==> src/rtl/cgra_exec_ctrl_pkg.sv <==
// Shared CGRA definitions: controller state encoding and pipeline drain defaults.
// Used by the execution controller, the BRAM interface and the torus array.
package cgra_exec_ctrl_pkg;

    typedef enum logic [1:0] {
        ST_IDLE  = 2'd0,
        ST_RUN   = 2'd1,
        ST_DRAIN = 2'd2,
        ST_DONE  = 2'd3
    } cgra_state_e;

    localparam int CGRA_DRAIN_CYCLES = 4;

    // Width of a counter that must reach 'last'; never narrower than one bit.
    function automatic int drain_cnt_w(input int last);
        return (last < 1) ? 1 : $clog2(last + 1);
    endfunction

endpackage

==> src/rtl/cgra_exec_ctrl_if.sv <==
// Software-facing control bundle of the CGRA execution controller.
// master = host/software side, slave = controller.
interface cgra_exec_ctrl_if #(
    parameter int CNT_WIDTH = 16
);
    logic                 Computation_Start;
    logic [CNT_WIDTH-1:0] Cfg_Cycles;
    logic [CNT_WIDTH-1:0] Cfg_Iter;
    logic                 PE_Array_Busy;
    logic [CNT_WIDTH-1:0] Inst_Addr;
    logic [CNT_WIDTH-1:0] Iter_Cnt;
    logic                 Computation_Done;

    modport master (
        output Computation_Start, Cfg_Cycles, Cfg_Iter,
        input  PE_Array_Busy, Inst_Addr, Iter_Cnt, Computation_Done
    );

    modport slave (
        input  Computation_Start, Cfg_Cycles, Cfg_Iter,
        output PE_Array_Busy, Inst_Addr, Iter_Cnt, Computation_Done
    );
endinterface

==> src/rtl/sync2.sv <==
// Two-flop synchronizer for a single-bit level crossing into the clk domain.
module sync2 (
    input  logic clk,
    input  logic rst_n,
    input  logic d_i,
    output logic q_o
);
    logic meta_q;
    logic sync_q;

    always_ff @(posedge clk or negedge rst_n) begin
        if (!rst_n) begin
            meta_q <= 1'b0;
            sync_q <= 1'b0;
        end else begin
            meta_q <= d_i;
            sync_q <= meta_q;
        end
    end

    assign q_o = sync_q;
endmodule

==> src/rtl/cgra_exec_ctrl.sv <==
// CGRA execution controller: sequences instruction addresses over a configured
// number of kernel iterations, drains the PE pipeline, and reports completion.
module cgra_exec_ctrl
    import cgra_exec_ctrl_pkg::*;
#(
    parameter int CNT_WIDTH    = 16,
    parameter int DRAIN_CYCLES = CGRA_DRAIN_CYCLES
) (
    input  logic            Clk,
    input  logic            Resetn,
    cgra_exec_ctrl_if.slave bus
);
    localparam int DRAIN_LAST = (DRAIN_CYCLES > 0) ? DRAIN_CYCLES - 1 : 0;
    localparam int DRAIN_W    = drain_cnt_w(DRAIN_LAST);

    cgra_state_e          state_q;
    logic [CNT_WIDTH-1:0] cyc_q;
    logic [CNT_WIDTH-1:0] iter_q;
    logic [CNT_WIDTH-1:0] addr_q;
    logic [CNT_WIDTH-1:0] iter_cnt_q;
    logic [DRAIN_W-1:0]   drain_q;
    logic                 busy_q;
    logic                 done_q;
    logic                 start_s;
    logic                 start_s_q;

    logic start_rise;
    logic addr_last;
    logic iter_last;
    logic drain_last;

    sync2 u_start_sync (
        .clk   (Clk),
        .rst_n (Resetn),
        .d_i   (bus.Computation_Start),
        .q_o   (start_s)
    );

    // A run begins only on a fresh rising edge so a level left high cannot retrigger.
    assign start_rise = start_s & ~start_s_q;
    assign addr_last  = (addr_q == cyc_q - CNT_WIDTH'(1));
    assign iter_last  = (iter_cnt_q == iter_q - CNT_WIDTH'(1));
    assign drain_last = (drain_q == DRAIN_W'(DRAIN_LAST));

    always_ff @(posedge Clk or negedge Resetn) begin
        if (!Resetn) begin
            state_q    <= ST_IDLE;
            cyc_q      <= '0;
            iter_q     <= '0;
            addr_q     <= '0;
            iter_cnt_q <= '0;
            drain_q    <= '0;
            busy_q     <= 1'b0;
            done_q     <= 1'b0;
            start_s_q  <= 1'b0;
        end else begin
            start_s_q <= start_s;
            case (state_q)
                ST_IDLE: begin
                    if (start_rise) begin
                        cyc_q      <= bus.Cfg_Cycles;
                        iter_q     <= bus.Cfg_Iter;
                        addr_q     <= '0;
                        iter_cnt_q <= '0;
                        drain_q    <= '0;
                        if (bus.Cfg_Cycles == '0 || bus.Cfg_Iter == '0) begin
                            state_q <= ST_DONE;
                            done_q  <= 1'b1;
                        end else begin
                            state_q <= ST_RUN;
                            busy_q  <= 1'b1;
                        end
                    end
                end

                ST_RUN: begin
                    if (!start_s) begin
                        state_q    <= ST_IDLE;
                        busy_q     <= 1'b0;
                        addr_q     <= '0;
                        iter_cnt_q <= '0;
                        drain_q    <= '0;
                    end else if (addr_last) begin
                        if (iter_last) begin
                            drain_q <= '0;
                            if (DRAIN_CYCLES == 0) begin
                                state_q <= ST_DONE;
                                busy_q  <= 1'b0;
                                done_q  <= 1'b1;
                            end else begin
                                state_q <= ST_DRAIN;
                            end
                        end else begin
                            addr_q     <= '0;
                            iter_cnt_q <= iter_cnt_q + CNT_WIDTH'(1);
                        end
                    end else begin
                        addr_q <= addr_q + CNT_WIDTH'(1);
                    end
                end

                ST_DRAIN: begin
                    if (!start_s) begin
                        state_q    <= ST_IDLE;
                        busy_q     <= 1'b0;
                        addr_q     <= '0;
                        iter_cnt_q <= '0;
                        drain_q    <= '0;
                    end else if (drain_last) begin
                        state_q <= ST_DONE;
                        busy_q  <= 1'b0;
                        done_q  <= 1'b1;
                    end else begin
                        drain_q <= drain_q + DRAIN_W'(1);
                    end
                end

                ST_DONE: begin
                    // Completion is held for software until it withdraws the start level.
                    if (!start_s) begin
                        state_q    <= ST_IDLE;
                        done_q     <= 1'b0;
                        addr_q     <= '0;
                        iter_cnt_q <= '0;
                    end
                end

                default: begin
                    state_q <= ST_IDLE;
                    busy_q  <= 1'b0;
                    done_q  <= 1'b0;
                end
            endcase
        end
    end

    assign bus.PE_Array_Busy    = busy_q;
    assign bus.Inst_Addr        = addr_q;
    assign bus.Iter_Cnt         = iter_cnt_q;
    assign bus.Computation_Done = done_q;
endmodule

==> src/flat_wrapper.sv <==
// flat-port wrapper written by rule: the top's interface ports become plain ports
module cgra_exec_ctrl_flat import cgra_exec_ctrl_pkg::*;
#(
    parameter int CNT_WIDTH    = 16,
    parameter int DRAIN_CYCLES = CGRA_DRAIN_CYCLES
)
  (Clk, Resetn, bus_Computation_Start, bus_Cfg_Cycles, bus_Cfg_Iter, bus_PE_Array_Busy, bus_Inst_Addr, bus_Iter_Cnt, bus_Computation_Done);
  cgra_exec_ctrl_if #(.CNT_WIDTH(CNT_WIDTH)) bus_i ();
  input  logic Clk;
  input  logic Resetn;
  input wire logic [$bits(bus_i.Computation_Start)-1:0] bus_Computation_Start;
  input wire logic [$bits(bus_i.Cfg_Cycles)-1:0] bus_Cfg_Cycles;
  input wire logic [$bits(bus_i.Cfg_Iter)-1:0] bus_Cfg_Iter;
  output wire logic [$bits(bus_i.PE_Array_Busy)-1:0] bus_PE_Array_Busy;
  output wire logic [$bits(bus_i.Inst_Addr)-1:0] bus_Inst_Addr;
  output wire logic [$bits(bus_i.Iter_Cnt)-1:0] bus_Iter_Cnt;
  output wire logic [$bits(bus_i.Computation_Done)-1:0] bus_Computation_Done;
  assign bus_i.Computation_Start = bus_Computation_Start;
  assign bus_i.Cfg_Cycles = bus_Cfg_Cycles;
  assign bus_i.Cfg_Iter = bus_Cfg_Iter;
  assign bus_PE_Array_Busy = bus_i.PE_Array_Busy;
  assign bus_Inst_Addr = bus_i.Inst_Addr;
  assign bus_Iter_Cnt = bus_i.Iter_Cnt;
  assign bus_Computation_Done = bus_i.Computation_Done;
  cgra_exec_ctrl #(.CNT_WIDTH(CNT_WIDTH), .DRAIN_CYCLES(DRAIN_CYCLES)) u_core (.Clk(Clk), .Resetn(Resetn), .bus(bus_i));
endmodule
==> config.mk <==
export PLATFORM = sky130hd
export DESIGN_NAME = cgra_exec_ctrl_flat
export DESIGN_NICKNAME = d
export VERILOG_FILES = /design/src/rtl/cgra_exec_ctrl_pkg.sv /design/src/rtl/cgra_exec_ctrl_if.sv /design/src/rtl/sync2.sv /design/src/rtl/cgra_exec_ctrl.sv /design/src/flat_wrapper.sv
export SDC_FILE = /design/constraint.sdc
export NUM_CORES = 1
export LEC_CHECK = 0
export BUFFER_PORTS_ARGS = -buffer_cell sky130_fd_sc_hd__buf_4
export CORE_MARGIN = 5
export CORE_UTILIZATION = 58
export DETAILED_ROUTE_END_ITERATION = 8
export PLACE_DENSITY = 0.88
export SYNTH_ARGS = -nofsm -noshare
export SYNTH_HDL_FRONTEND = slang
export SYNTH_SLANG_ARGS = --single-unit
==> constraint.sdc <==
create_clock -name Clk -period 3.9 [get_ports Clk]
set_input_delay 0.39 -clock Clk [delete_from_list [all_inputs] [get_ports Clk]]
set_output_delay 0.39 -clock Clk [all_outputs]
set_load 0.01 [all_outputs]
; Word-level counts from Yosys, hierarchy flattened
; Cells that the tools add are included.
[totals]
reg_bits = 73
input_bits = 35
word_cells = 89
[classes]
addsub = 5
eq_ne = 20
n_mux = 37
n_bitwise = 2
n_reduce_logical = 14
[op_table]
columns = op, n
row1 = two-way mux 16 bit, 8
row2 = one-hot mux 16 bit (3 select lines), 2
row3 = adder 16 x 1 -> 16 bit (second input constant), 2
row4 = == test 16 bit, 2
row5 = logical NOT 16 bit, 2
row6 = subtractor 16 x 1 -> 16 bit (second input constant), 2
row7 = two-way mux 2 bit, 14
row8 = AND reduction 5 bit, 3
row9 = inequality test 2 bit (second input constant), 5
row10 = two-way mux 1 bit, 9
row11 = inequality test 3 x 2 -> 1 bit (second input constant), 3
row12 = one-hot mux 2 bit (4 select lines), 1
row13 = == test 2 bit (second input constant), 3
row14 = inequality test 2 x 1 -> 1 bit (second input constant), 3
row15 = inequality test 3 bit (second input constant), 2
row16 = one-hot mux 1 bit (3 select lines), 2
row17 = one-hot mux 2 bit (3 select lines), 1
row18 = AND reduction 6 bit, 1
row19 = nonzero test 3 bit, 2
row20 = inequality test 4 bit (second input constant), 1
row21 = AND reduction 4 bit, 1
row22 = AND reduction 3 bit, 1
row23 = adder 2 x 1 -> 2 bit (second input constant), 1
row24 = == test 2 x 1 -> 1 bit (second input constant), 1
row25 = 6 further kinds, 6

; Depth between registers and ports, before layout
; Gate-level depths: netlist of the first run.
[depth]
ltp_word = 6
mapped_depth = 14
mapped_depth_nobuf = 11

; Modules after synthesis
; A second synthesis of the first run with hierarchy kept.
[unflattened]
hier_cells = 502
hier_area_um2 = 4715.8
[by_module_without_submodules]
columns = mod, n_inst, cells_each, area_per_inst_um2
row1 = cgra_exec_ctrl, 1, 500, 4665.7
row2 = sync2, 1, 2, 50.0

; Worst setup path before layout of the first run
; Ideal clock, no wire load.
[synth_timing]
path_kind = register to register
from = register u_core.iter_q[0]
to = register u_core.drain_q[0]
setup_ns = 0.125
arrival_ns = 3.143
slack_ns = 0.632
stages_incl_launch_ff = 13
path_buffers = 1
cell_sequence = dfrtp_1 > inv_1 > ha_1 > clkbuf_1 > nor2b_1 > nand4b_2 > nor4_1 > a211oi_1 > or3_1 > or3b_4 > o21a_1 > or3_1 > mux2_4
[synth_via]
elab_chain_cells = 4
[synth_rtl]
columns = element, line
row1 = from (decl), cgra_exec_ctrl.sv:18  ; logic [CNT_WIDTH-1:0] iter_q;
row2 = from (signal assigned), cgra_exec_ctrl.sv:62  ; iter_q <= bus.Cfg_Iter;
row3 = subtractor 16 x 1 -> 16 bit, cgra_exec_ctrl.sv:42  ; assign iter_last = (iter_cnt_q == iter_q - CNT_WIDTH'(1));
row4 = == test 16 bit, cgra_exec_ctrl.sv:42
row5 = inequality test 3 x 2 -> 1 bit (no source line), n/a
row6 = AND reduction 5 bit (no source line), n/a
row7 = to (signal assigned), cgra_exec_ctrl.sv:114  ; drain_q <= drain_q + DRAIN_W'(1);
row8 = to (decl), cgra_exec_ctrl.sv:21  ; logic [DRAIN_W-1:0] drain_q;
; Every way passes these cells.
; A chain may end at the register's enable or synchronous reset.

; Worst setup path in the final report of the first run
; Ends and elaborated chain as after synthesis.

==> results.toml, run 1 <==
[outcome]
run_status = "finished clean"

[sta]
drv_slew = 0
worst_pin_slew_ns = 0.924
setup_violations = 0
setup_tns_ns = 0
finalHoldWorstSlack_ns = 0.145
period_share_pct = 94.7
final_hold_viol_count = 0
fin_crit_ns = 3.69
rsz0062_at_grt = "false"
relSlewSlack_pct = 38.4
fmax_mhz = 271
fin_worst_skew_ns = 0.0142
setup_slack_ns = 0.207

[die]
rows = 33
die_x_um = 101
dieHeight_um = 101
dieArea_sq_mm = 0.0101
initial_core_util_pct = 58.7
core_sq_mm = 0.00813
pin_count = 69

[clocking]
clk_latency_ns = 0.35
clock-sinks = 73
post_cts_buffers = 0
htree_num_levels = 3
path_clk_slew_ns = 0.09
clockRootBuffer = "clkbuf_8"
clock_path_buffers = 2
cts_made_buffers = 9
cts_hold_buf = 0
cts_tree = "yes"
ctsResizeCount = 0

[detailed_routing]
avgViaCountPerCell = 6.47
drc_errors = 0
vias = 4395
drt-total-wl_um = 12400
final_antenna_net_count = 0
wl_per_cell_um = 18.3
dr.pass1.iters = 5
drt_iter0_markers = 397

[power_and_ir_drop]
p_total_mw = 3.19
p_leak_nw = 2.29
ir_drop_mv = 0.387
power_density_mw_per_mm2 = 574

[yosys]
synthCells = 505
ys_seq_area_share_pct = 38.3
yosys_warnings = 0
syn_area_sq_mm = 0.00477
synth_ff_type = "dfrtp_1"
synth_cell_types = 61
ys_async_sr_fraction_pct = 100
synth-edff-count = 0
ys_top_cells_by_area = "dfrtp_1, mux2_2, xnor2_1, xor2_1, nand2_1"
synth_top_cell_by_area = "dfrtp_1"
ys_ff_latch = 73
postSynthNetCount = 549
netlist.area_leader.share_pct = 38.3
avgSynthCellArea_sq_um = 9.45

[placement]
place_inst = 663
dpl_cell_area_sq_mm = 0.00536
place.gp.congestion = 0.904
detailedPlace.worstSlack_ns = 0.369
dp_hpwl_um = 9050
portBuffers = 68

[global_routing]
grt_usage_pct = 25.6
grt_pass1_vias = 4395
grt_max_degree = 74
grt_pass1_wl_um = 20800
grt-ovfl-total = 0
antenna_found_initial = 0

[final_layout]
fin_cells = 679
fin_util_pct = 68.4
fin_area_sq_mm = 0.00556
final_nets = 613
final_common_cell = "buf_4"
diodes = 0
drive_gt1_share_pct = 24.0
layout_common_cells = "buf_4, dfrtp_1, nand2_1, mux2_2, nand3_1"
synthToLayoutAreaGrowth_pct = 16.5

[setup_path]
path_common_cell = "or3_1"
end_kind = "register"
cp_max_fo = 12
cp.arrival_ns = 3.94
path_cells = "inv_1 > ha_1 > nor2b_1 > nand4b_2 > nor4_1 > a211oi_1 > or3_1 > or3b_4 > o21a_1 > or3_1 > mux2_4"
crit_slowest_cell = "or3b_4"
critical_path_required_ns = 4.15
startpoint = "u_core.iter_q[0]"
path_buf_inv = 1
cpLargestDelayFamily = "simple AND/OR/NAND/NOR gates"
path_class = "reg -> reg"
slowest_delay_ns = 0.51
startpoint_type = "register"
r2r-start = "u_core.iter_q[0]"

[min_path]
hp-class = "in -> reg"
min-delay-start = "bus_Computation_Start"

[job]
drv_cap = 0
kinds of logic (layout without fill, tap and decap cells):
group	after synthesis	count (layout)	share of synthesized area (%)
and+or+nand+nor	204	204	25.3
DFF	73	73	38.3
AOI/OAI and AO/OA	102	102	14.0
buffers and inverters	38	107	3.46
xor gates and xnor gates	38	38	6.97
muxes	41	41	9.64
adders and majority gates	9	9	2.36
synth_stat cells (all sizes together), types with 2 or more instances:
cell     count
a22oi        2
or3          7
a2111oi      3
and3        10
and2         6
nor2        24
or4b         2
o31ai       14
buf          7
nand3b       2
o21a         2
nand2b       8
nand4b       4
a21oi       22
a21o         2
clkbuf      14
mux2i        4
o22ai        2
o32a         2
ha           9
xor2        18
a211oi       3
nand4       11
nor4        19
nor4b        2
nand2       41
o211ai       6
inv         17
or4         19
nor2b        4
nand3       30
xnor2       20
and4         2
dfrtp       73
o21ai       26
a31oi       10
nor3         8
nor3b        2
mux2        37
o311a        2
area by class of cell:
type | count | area, sq um
clock buffers | 10 | 128
clock inverters | 6 | 67.6
fillers | 591 | 2570
inverters | 17 | 63.8
multi-input cells | 394 | 2790
flip-flops and latches | 73 | 1830
well taps | 105 | 131
repair buffers | 74 | 556
sequential cells by signal, summed over array words and instances (netlist names):
| name | count |
|---|---|
| u_core.start_s_q | 1 |
| u_core.bus.Inst_Addr | 16 |
| u_core.bus.PE_Array_Busy | 1 |
| u_core.u_start_sync.q_o | 1 |
| u_core.state_q | 2 |
| u_core.cyc_q | 16 |
| u_core.bus.Iter_Cnt | 16 |
| u_core.iter_q | 16 |
| u_core.bus.Computation_Done | 1 |
| u_core.drain_q | 2 |
| u_core.u_start_sync.meta_q | 1 |
path summary, 6_finish.rpt:
check / endpoint / slack [ns] / depth (start not counted)
worst max register to register: u_core.drain_q[0] / 0.21 / 11
worst min-delay path: u_core.u_start_sync.meta_q / 0.15 / 1
worst min register to register: u_core.u_start_sync.q_o / 0.36 / 0
min in group asynchronous: u_core.cyc_q[15] / 0.17 / 1
worst max-delay path: u_core.drain_q[0] / 0.21 / 11
max in group asynchronous: u_core.iter_q[3] / 3.13 / 1
report_power, final:
part,internal [mW],switching (mW)
Combinational,0.621,0.663
Clock,0.298,0.303
Sequential,0.960,0.346
routing by layer:
| metal | up-vias | track usage [%] | wire length, um |
|---|---|---|---|
| met3 | 30 | 3.60 | 888 |
| met5 | - | 0 | 0 |
| met1 | 2125 | 32.5 | 5090 |
| met4 | 0 | 10.3 | 284 |
| li1 | 2039 | - | - |
| met2 | 201 | 43.7 | 6160 |
(Power assumes the default switching activity.)
==> run 2, diff against run 1 <==
clock period = 4.1 ns   (was 3.9 ns; I/O delays follow)
==> results.toml, run 2 (same netlist as run 1, synthesis figures left out) <==
[outcome]
run_status = "finished clean"

[sta]
fin_crit_ns = 3.69
setup_tns_ns = 0
finalHoldWorstSlack_ns = 0.150
relSlewSlack_pct = 39.1
period_share_pct = 90.0
fmax_mhz = 271
final_hold_viol_count = 0
worst_pin_slew_ns = 0.913
setup_violations = 0
rsz0062_at_grt = "false"
fin_worst_skew_ns = 0.0146
drv_slew = 0

[final_layout]
fin_cells = 678
synthToLayoutAreaGrowth_pct = 17.2
diodes = 0
fillers = 600
drive_gt1_share_pct = 23.9
fin_util_pct = 68.8
final_nets = 612
layout_common_cells = "buf_4, dfrtp_1, nand2_1, mux2_2, nand3_1"

[setup_path]
r2r-start = "u_core.cyc_q[0]"
path_class = "reg -> reg"
rr_worst_depth = 10
path_cells = "inv_1 > ha_1 > nor4b_1 > nand4_1 > xnor2_1 > a2111oi_0 > and4_1 > nand2_1 > or4_1 > nand3_1"
r2r_end = "u_core.bus.Iter_Cnt[2]"
startpoint_type = "register"
crit_slowest_cell = "a2111oi_0"
slowest_delay_ns = 0.65
end_kind = "register"
path_buf_inv = 1
cpLargestDelayFamily = "simple AND/OR/NAND/NOR gates"
cp.arrival_ns = 3.99
ff2ff_setup_slack_ns = 0.41
critical_path_required_ns = 4.40
cp_max_fo = 12

[job]
drv_cap = 0

[power_and_ir_drop]
p_sw_mw = 1.26
internal_power_mw = 1.91
netSwitchingFraction_pct = 39.9
power_frac_seq_pct = 39.2
clockPowerShare_pct = 22.2
power_density_mw_per_mm2 = 567
ir_drop_mv = 0.323
p_leak_nw = 2.31
comb_power_share_pct = 38.6

[die]
rows = 33
core_sq_mm = 0.00813
die_x_um = 101
dieHeight_um = 101
dieArea_sq_mm = 0.0101
initial_core_util_pct = 58.7
pin_count = 69

[clocking]
ctsResizeCount = 0
clk_latency_ns = 0.37
cts_made_buffers = 9
clockRootBuffer = "clkbuf_8"
path_clk_slew_ns = 0.09
clock_path_buffers = 2
post_cts_buffers = 0
cts_tree = "yes"
cts_hold_buf = 0
htree_num_levels = 3
clock-sinks = 73

[placement]
place.gp.congestion = 0.881
portBuffers = 68
dp_hpwl_um = 9050
place_inst = 662

[detailed_routing]
final_antenna_net_count = 0
wl_per_cell_um = 18.2
drt_iter0_markers = 416
avgViaCountPerCell = 6.45
drc_errors = 0
dr.pass1.iters = 5
vias = 4372
drt-total-wl_um = 12300

[min_path]
min_to = "u_core.u_start_sync.meta_q"
min-delay-start = "bus_Computation_Start"
hp-class = "in -> reg"
whs_path_depth = 1

[global_routing]
antenna_found_initial = 0
grt-ovfl-total = 0
grt_usage_pct = 25.3
grt_pass1_vias = 4278
grt_pass1_wl_um = 20600
grt_max_degree = 74
run 2: power groups by stage:
stage               registers (mW)  logic [mW]  clock network [mW]
floorplan                     1.14       0.975                   0
global placement              1.22        1.14                   0
detailed placement            1.25        1.20                   0
CTS                           1.24        1.21               0.708
global route                  1.28        1.36               0.739
finish                        1.24        1.22               0.706
run 2: how the worst max path moves through the flow:
stage                          start                      end  cells after the start  slack (ns)
global route         u_core.cyc_q[0]  u_core.bus.Iter_Cnt[13]                     10        0.16
global placement     u_core.cyc_q[0]  u_core.bus.Iter_Cnt[13]                     11        0.64
finish               u_core.cyc_q[0]   u_core.bus.Iter_Cnt[2]                     10        0.41
detailed placement   u_core.cyc_q[0]  u_core.bus.Iter_Cnt[15]                     11        0.51
floorplan           u_core.iter_q[0]        u_core.drain_q[0]                     12        0.83
CTS                  u_core.cyc_q[0]  u_core.bus.Iter_Cnt[15]                     11        0.47
run 2: worst register-to-register path: stages (launching register included):
cell,delay (ns)
dfrtp_1,0.44
inv_1,0.08
ha_1,0.24
nor4b_1,0.46
nand4_1,0.18
xnor2_1,0.19
a2111oi_0,0.65
and4_1,0.64
nand2_1,0.17
or4_1,0.50
nand3_1,0.09
run 2: final cells by class:
class,instances,area (sq um),area share (%)
Multi-Input combinational cell,394,2780,49.7
Sequential cell,73,1830,32.7
Timing Repair Buffer,73,548,9.80
Tap cell,105,131,2.35
Clock buffer,9,124,2.21
Clock inverter,7,118,2.10
Inverter,17,63.8,1.14
run 2: per-stage QoR:
stage | power, mW | worst slack (ns) | cell area [sq um]
after floorplan | 2.11 | 0.832 | 4770
after global placement | 2.36 | 0.640 | 5350
after detailed placement | 2.45 | 0.507 | 5350
after CTS | 3.16 | 0.469 | 5590
after global routing | 3.37 | 0.159 | 5590
final | 3.17 | 0.410 | 5590
run 2: metal layers:
layer	track usage [%]	part of all wire, %
met3	4.50	8.2
met2	42.7	50
met5	0	0
met4	9.12	2.1
met1	32.4	40
==> run 3, diff against run 2 <==
RECOVER_POWER = 100   (was not set)
==> results.toml, run 3 (same netlist as run 1, synthesis figures left out) <==
[final_layout]
fin_util_pct = 66.9
final_nets = 612
diodes = 0
layout_common_cells = "dfrtp_1, nand2_1, mux2_2, clkbuf_1, buf_4"
drive_gt1_share_pct = 17.3
final_common_cell = "dfrtp_1"
synthToLayoutAreaGrowth_pct = 14.0

[power_and_ir_drop]
power_density_mw_per_mm2 = 579
p_leak_nw = 2.16
p_total_mw = 3.15
ir_drop_mv = 0.321

[clocking]
ctsResizeCount = 0
clock_path_buffers = 2
clk_latency_ns = 0.37
clockRootBuffer = "clkbuf_8"
htree_num_levels = 3
path_clk_slew_ns = 0.09
cts_hold_buf = 0
clock-sinks = 73
cts_made_buffers = 9
post_cts_buffers = 0
cts_tree = "yes"

[setup_path]
path_cells = "inv_1 > ha_1 > or4b_4 > or4b_1 > a21oi_1 > o21ai_1 > a22oi_2 > and4_1 > a21oi_1 > nor3b_1 > mux2i_1"
cp_num_cells = 11
path_class = "reg -> reg"
cp_max_fo = 12
startpoint_type = "register"
critical_path_required_ns = 4.38
slowest_delay_ns = 0.53
path_buf_inv = 1
crit_slowest_cell = "or4b_1"
cp.arrival_ns = 4.03
path_common_cell = "a21oi_1"
end_kind = "register"
rr_worst_depth = 11
cpLargestDelayFamily = "simple AND/OR/NAND/NOR gates"

[global_routing]
grt_pass1_wl_um = 20600
grt-ovfl-total = 0
grt_max_degree = 74
grt_usage_pct = 25.3
antenna_found_initial = 0
grt_pass1_vias = 4278

[die]
pin_count = 69
die_x_um = 101
dieArea_sq_mm = 0.0101
core_sq_mm = 0.00813
dieHeight_um = 101
rows = 33
initial_core_util_pct = 58.7

[sta]
setup_violations = 0
finalHoldWorstSlack_ns = 0.175
period_share_pct = 91.5
fmax_mhz = 267
relSlewSlack_pct = -19.8
rsz0062_at_grt = "false"
worst_pin_slew_ns = 1.80
fin_crit_ns = 3.75
fin_worst_skew_ns = 0.0147
drv_slew = 74
setup_tns_ns = 0
final_hold_viol_count = 0

[placement]
dp_hpwl_um = 9050
place.gp.congestion = 0.881
portBuffers = 68

[detailed_routing]
drt_iter0_markers = 403
wl_per_cell_um = 18.2
drt-total-wl_um = 12300
dr.pass1.iters = 8
avgViaCountPerCell = 6.45
final_antenna_net_count = 0
drc_errors = 0
vias = 4373

[outcome]
violations = "max-capacitance violations, max-slew violations"
run_status = "finished with violations"

[min_path]
whs_path_depth = 1
hp-class = "in -> reg"

[job]
drv_cap = 1
-- run 3: changes by cell type in the layout (fill, tap and decap cells not counted) --
cell,delta
mux2_4,-1
clkbuf_4,+1
a21oi_1,+1
mux2_1,+1
clkbuf_1,+36
a21oi_4,-1
clkbuf_2,+1
and2_0,+2
buf_4,-38
and2_1,-2
-- run 3: through the flow --
step                      instance area [sq um]  setup WS [ns]  std cells
after floorplan                            4770          0.832        505
after global placement                     5350          0.640        662
after detailed placement                   5350          0.507        662
after CTS                                  5590          0.469        678
after global routing                       5440         0.0952        678
final                                      5440          0.348        678
-- run 3: area by class of cell --
type	count	area, sq um
Multi-Input combinational cell	394	2770
Fill cell	651	2690
Sequential cell	73	1830
Timing Repair Buffer	73	410
Tap cell	105	131
Clock buffer	9	124
Clock inverter	7	118
Inverter	17	63.8
-- run 3: report_power, final --
| group | leakage (nW) | switching (mW) | total [mW] | internal [mW] |
|---|---|---|---|---|
| Combinational | 1.11 | 0.631 | 1.20 | 0.570 |
| Clock | 0.124 | 0.302 | 0.708 | 0.405 |
| Sequential | 0.928 | 0.328 | 1.24 | 0.913 |
-- run 3: path summary, 6_finish.rpt --
path	startpoint	endpoint	slack (ns)
min in group asynchronous	Resetn	u_core.cyc_q[14]	0.52
worst max-delay path	u_core.cyc_q[0]	u_core.bus.Iter_Cnt[12]	0.35
max in group asynchronous	Resetn	u_core.iter_q[15]	2.52
worst min register to register	u_core.u_start_sync.meta_q	u_core.u_start_sync.q_o	0.37
worst max register to register	u_core.cyc_q[0]	u_core.bus.Iter_Cnt[12]	0.35
worst min-delay path	bus_Computation_Start	u_core.u_start_sync.meta_q	0.18
-- run 3: layer usage --
layer  vias up  global-route usage (%)  part of all wire [%]
met5         -                       0                     0
met4         0                    9.12                   2.2
met3        34                    4.50                   7.8
met2       207                    42.7                    50
met1      2106                    32.4                    40
li1       2026                       -                     -
